File: src/rtl/pipe_stage_reg.sv
// pipe_stage_reg: reusable inter-stage pipeline register (FD/DX/XM/MW).
// It captures an instruction word, a control bundle and a datapath bundle on
// every rising edge. It supports stall (hold) and flush (bubble injection),
// and keeps saturating performance counters for stalls and bubbles.
//
// Ports:
//   clk, rst          single clock, synchronous active-high reset
//   in_valid          upstream stage holds a real instruction
//   in_instr/ctrl/data upstream instruction, control bundle, datapath bundle
//   stall             hold current contents
//   flush             replace contents with a bubble (wins over stall)
//   cnt_clr           synchronous clear of both perf counters
//   out_valid/instr/ctrl/data  registered stage contents
//   stall_cnt         saturating count of stalled edges
//   bubble_cnt        saturating count of bubbles entered
module pipe_stage_reg #(
    parameter int unsigned       INSTR_W   = 16,
    parameter int unsigned       CTRL_W    = 24,
    parameter int unsigned       DATA_W    = 64,
    parameter logic [INSTR_W-1:0] NOP_INSTR = 16'h0800,
    parameter int unsigned       CNT_W     = 16
) (
    input  logic               clk,
    input  logic               rst,
    input  logic               in_valid,
    input  logic [INSTR_W-1:0] in_instr,
    input  logic [CTRL_W-1:0]  in_ctrl,
    input  logic [DATA_W-1:0]  in_data,
    input  logic               stall,
    input  logic               flush,
    input  logic               cnt_clr,
    output logic               out_valid,
    output logic [INSTR_W-1:0] out_instr,
    output logic [CTRL_W-1:0]  out_ctrl,
    output logic [DATA_W-1:0]  out_data,
    output logic [CNT_W-1:0]   stall_cnt,
    output logic [CNT_W-1:0]   bubble_cnt
);

    logic load;
    logic stall_evt;
    logic bubble_evt;

    always_comb begin
        load       = 1'b0;
        stall_evt  = 1'b0;
        bubble_evt = 1'b0;
        load       = !flush && !stall;
        stall_evt  = stall && !flush;
        // A bubble enters either by an explicit flush or by loading an
        // invalid slot from upstream.
        bubble_evt = flush || (load && !in_valid);
    end

    // Pipeline contents. Control is forced to zero whenever the slot is
    // invalid, so a bubble cannot carry an architectural side effect.
    // out_data is not cleared on a bubble; it holds on flush and follows
    // in_data on bubble propagation.
    always_ff @(posedge clk) begin
        if (rst) begin
            out_valid <= 1'b0;
            out_instr <= NOP_INSTR;
            out_ctrl  <= '0;
            out_data  <= '0;
        end else if (flush) begin
            out_valid <= 1'b0;
            out_instr <= NOP_INSTR;
            out_ctrl  <= '0;
        end else if (load) begin
            out_data <= in_data;
            if (in_valid) begin
                out_valid <= 1'b1;
                out_instr <= in_instr;
                out_ctrl  <= in_ctrl;
            end else begin
                out_valid <= 1'b0;
                out_instr <= NOP_INSTR;
                out_ctrl  <= '0;
            end
        end
    end

    // Saturating perf counters. A clear wins over a same-edge increment.
    always_ff @(posedge clk) begin
        if (rst || cnt_clr) begin
            stall_cnt  <= '0;
            bubble_cnt <= '0;
        end else begin
            if (stall_evt && (stall_cnt != '1)) begin
                stall_cnt <= stall_cnt + 1'b1;
            end
            if (bubble_evt && (bubble_cnt != '1)) begin
                bubble_cnt <= bubble_cnt + 1'b1;
            end
        end
    end

endmodule

File: config.mk
export PLATFORM = sky130hd
export DESIGN_NAME = pipe_stage_reg
export DESIGN_NICKNAME = d
export VERILOG_FILES = /design/src/rtl/pipe_stage_reg.sv
export SDC_FILE = /design/constraint.sdc
export NUM_CORES = 1
export LEC_CHECK = 0
export ABC_AREA = 1
export CELL_PAD_IN_SITES_DETAIL_PLACEMENT = 1
export CELL_PAD_IN_SITES_GLOBAL_PLACEMENT = 1
export CORE_MARGIN = 2
export CORE_UTILIZATION = 32
export CTS_BUF_LIST = sky130_fd_sc_hd__clkbuf_2 sky130_fd_sc_hd__clkbuf_4 sky130_fd_sc_hd__clkbuf_8
export CTS_CLUSTER_DIAMETER = 200
export CTS_CLUSTER_SIZE = 25
export DETAILED_ROUTE_END_ITERATION = 7
export PLACE_DENSITY = 0.95
export SLEW_MARGIN = 40
export SYNTH_ARGS = -nofsm -noshare
export SYNTH_HDL_FRONTEND = slang
export SYNTH_SLANG_ARGS = --single-unit
File: constraint.sdc
create_clock -name clk -period 4.4 [get_ports clk]
set_input_delay 0.66 -clock clk [delete_from_list [all_inputs] [get_ports clk]]
set_output_delay 0.66 -clock clk [all_outputs]
set_load 0.01 [all_outputs]
==> impl_metrics.csv <==
group,metric,value,unit
global_route,grt_pass1_vias,6341,
worst_setup_path,r2r_setup_slack,2490,ps
worst_setup_path,reg2reg_depth,6,
hold_path,holdPathStages,2,
yosys,synth_nets,877,
yosys,yosysWarnings,0,
yosys,synth.avg_cell_area,7.18,sq um
worst_setup_path,cp.required,3740,ps
cts,cts_sinks,137,
pwr,p_leak,3.05,nW
pwr,p_clk_frac,0.433,
worst_setup_path,cp_data_arrival_time,1490,ps
cells_and_area,area_delta_synth_final,55.8,%
cts,cts.path.max_buffers,2,
yosys,ys.flop_type,"dfxtp_1",
pwr,p_seq_frac,0.458,
timing,max_slew_margin,0.453,
worst_setup_path,critPathLaunch,"stall_cnt[10]$_SDFFE_PP0P_",
timing,report.final.slew_viol_count,0,
cells_and_area,fin_nets,1109,
floorplanning,core-area,16700,sq um
worst_setup_path,crit_fanout,6,
worst_setup_path,r2r-end,"stall_cnt[11]$_SDFFE_PP0P_",
cells_and_area,n_antenna_cell,0,
placed_design,io_buffers,246,
hold_path,worstHoldEndpoint,"out_data[6]$_SDFFE_PP0P_",
timing,worst_pin_slew,821,ps
timing,period_minus_slack,2150,ps
drt,drc_errors,0,
pwr,p_per_area,330,nW/um^2
floorplanning,die_area,18200,sq um
worst_setup_path,cp_top_family,"buffers and inverters",
floorplanning,ioPinCount,247,
worst_setup_path,crit_path_top_delay_cell,"clkdlybuf4s50_1",
pwr,p_sw,0.000684,W
yosys,synth_cells,765,
drt,vias,5918,
placed_design,postPlaceCellArea,8090,sq um
global_route,antenna_found_initial,0,
yosys,synth_area,5490,sq um
worst_setup_path,worstPathCellList,"clkdlybuf4s50_1",
hold_path,hold_class,"reg -> reg",
worst_setup_path,crit_buf_inv,1,
timing,fin_crit_sh,0.488,
yosys,ys_seq_elements,137,
yosys,synth_edf_count,0,
yosys,synth_cell_type_count,24,
pwr,power,0.00282,W
cells_and_area,final_cell_mix,"nand2_1 (285), clkdlybuf4s50_1 (245), dfxtp_1 (137), a21oi_1 (126), nor2_1 (72)",
cells_and_area,final_common_cell,"nand2_1",
cts,clk_pin_slew_worst_paths,80,ps
worst_setup_path,cp_num_cells,1,
placed_design,routabilityCongestion,0.799,
run,maxCapViolations,0,
yosys,ys_seq_area_frac,0.499,
floorplanning,initial_utilization,0.329,
global_route,track_usage,0.212,
timing,clock_skew,9.92,ps
drt,ant_nets,0,
placed_design,dp_hpwl,14.0,mm
pwr,p_int,0.00214,W
worst_setup_path,max_stage_delay,590,ps
global_route,grt_start_max_net_pins,105,
floorplanning,fp.dieH,135,um
hold_path,min_from,"out_data[6]$_SDFFE_PP0P_",
cts,clock_latency,440,ps
worst_setup_path,path_class,"reg -> out",
cts,clock-root-buffer,"clkbuf_8",
run_status,status,"completed",
timing,tns,0,ps
global_route,grt_pass1_wl,30.9,mm
cts,cts-htree-levels,4,
timing,hold_viol,0,
cts,ctsResizeCount,0,
cts,cts_tree,"yes",
worst_setup_path,end_kind,"output pin",
drt,first_pass_iters,5,
drt,drt-total-wl,19.4,mm
cts,ctsHoldBuffers,0,
timing,setup_viol,0,
cells_and_area,drive_gt1_frac,0.0594,
floorplanning,die_width,135,um
worst_setup_path,rr_startpoint,"stall_cnt[0]$_SDFFE_PP0P_",
drt,drtIter0Drc,263,
pwr,ir_worst_vdd,0.000248,V
pwr,p_comb_frac,0.109,
global_route,overflow,0,
pwr,swShare,0.243,
floorplanning,num_rows,47,
yosys,ys_async_sr_fraction,0,
cts,post-cts-setup-buffer-count,0,
drt,wl_per_cell,15.7,um
worst_setup_path,cp-start-kind,"register",
cts,cts_buffers,17,
cells_and_area,design_area,8560,sq um
timing,rsz0062_at_grt,"no",
drt,vias_per_cell,4.81,
timing,max_freq,466,MHz
-- kinds of logic (layout without fill, tap and decap cells) --
logic type | Yosys count | after routing | synth area share
AND/OR/NAND/NOR | 420 | 420 | 0.315
adder cells (fa/ha/maj) | 2 | 2 | 0.00456
AO/OA/AOI/OAI | 130 | 130 | 0.120
buffers and inverters | 76 | 321 | 0.0615
flip-flops | 137 | 137 | 0.499
-- through the flow --
step / instances / setup slack (ps) / hold WS [ps] / util
finish: 1230 / 2250 / 465 / 0.512
global route: 1230 / 2170 / 479 / 0.512
floorplan: 765 / 2890 / 484 / -
global placement: 1198 / 1790 / 447 / 0.484
detailed placement: 1198 / 1900 / 455 / 0.484
CTS: 1230 / 2220 / 468 / 0.512
-- metal layers --
layer  vias up  wire length (um)  track usage  share of wire
met5         -                 0            0              0
met4         0               510       0.0862          0.026
met3        40              1430       0.0811          0.074
met2       163              9860        0.386           0.51
met1      2821              7550        0.219           0.39
li1       2894                 -            -              -
-- how the worst max path moves through the flow --
| stage | endpoint | slack [ps] |
|---|---|---|
| 2_1_floorplan | bubble_cnt[10]$_SDFFE_PP0P_ | 2890 |
| 3_3_place_gp | out_data[55]$_SDFFE_PP0P_ | 1790 |
| 3_5_place_dp | out_data[33]$_SDFFE_PP0P_ | 1900 |
| 4_1_cts | stall_cnt[11] | 2220 |
| 5_1_grt | stall_cnt[0] | 2170 |
| 6_report | stall_cnt[10] | 2250 |
-- synthesized netlist by cell type, types with 2 or more instances --
cell / instances / share of area
a21oi_1: 126 / 0.11
buf_2: 18 / 0.016
buf_6: 4 / 0.0082
clkbuf_1: 17 / 0.012
dfxtp_1: 137 / 0.50
ha_1: 2 / 0.0046
inv_1: 31 / 0.021
inv_2: 6 / 0.0041
nand2_1: 285 / 0.19
nand3_1: 40 / 0.036
nand4_1: 4 / 0.0046
nor2_1: 74 / 0.051
nor2_2: 4 / 0.0046
nor2_4: 4 / 0.0082
nor3_1: 4 / 0.0036
-- registers in the layout (all words and copies together) (netlist names) --
signal and cells:
bubble_cnt 16, out_ctrl 24, out_data 64, out_instr 16
out_valid 1, stall_cnt 16
-- power groups by stage --
stage | Sequential (W) | Clock [W] | Combinational (W)
5_1_grt | 0.00130 | 0.00130 | 0.000332
4_1_cts | 0.00129 | 0.00125 | 0.000311
3_3_place_gp | 0.00132 | 0 | 0.000299
6_report | 0.00129 | 0.00122 | 0.000307
2_1_floorplan | 0.00133 | 0 | 0.0000962
3_5_place_dp | 0.00132 | 0 | 0.000308
-- area by class of cell --
class                   instances  area, sq um
repair buffers                252         2510
multi-input cells             552         2430
clock inverters                14          219
flip-flops and latches        137         2740
fillers                      2092         8140
well taps                     220          275
inverters                      37          140
clock buffers                  18          248
(Power assumes the default switching activity.)
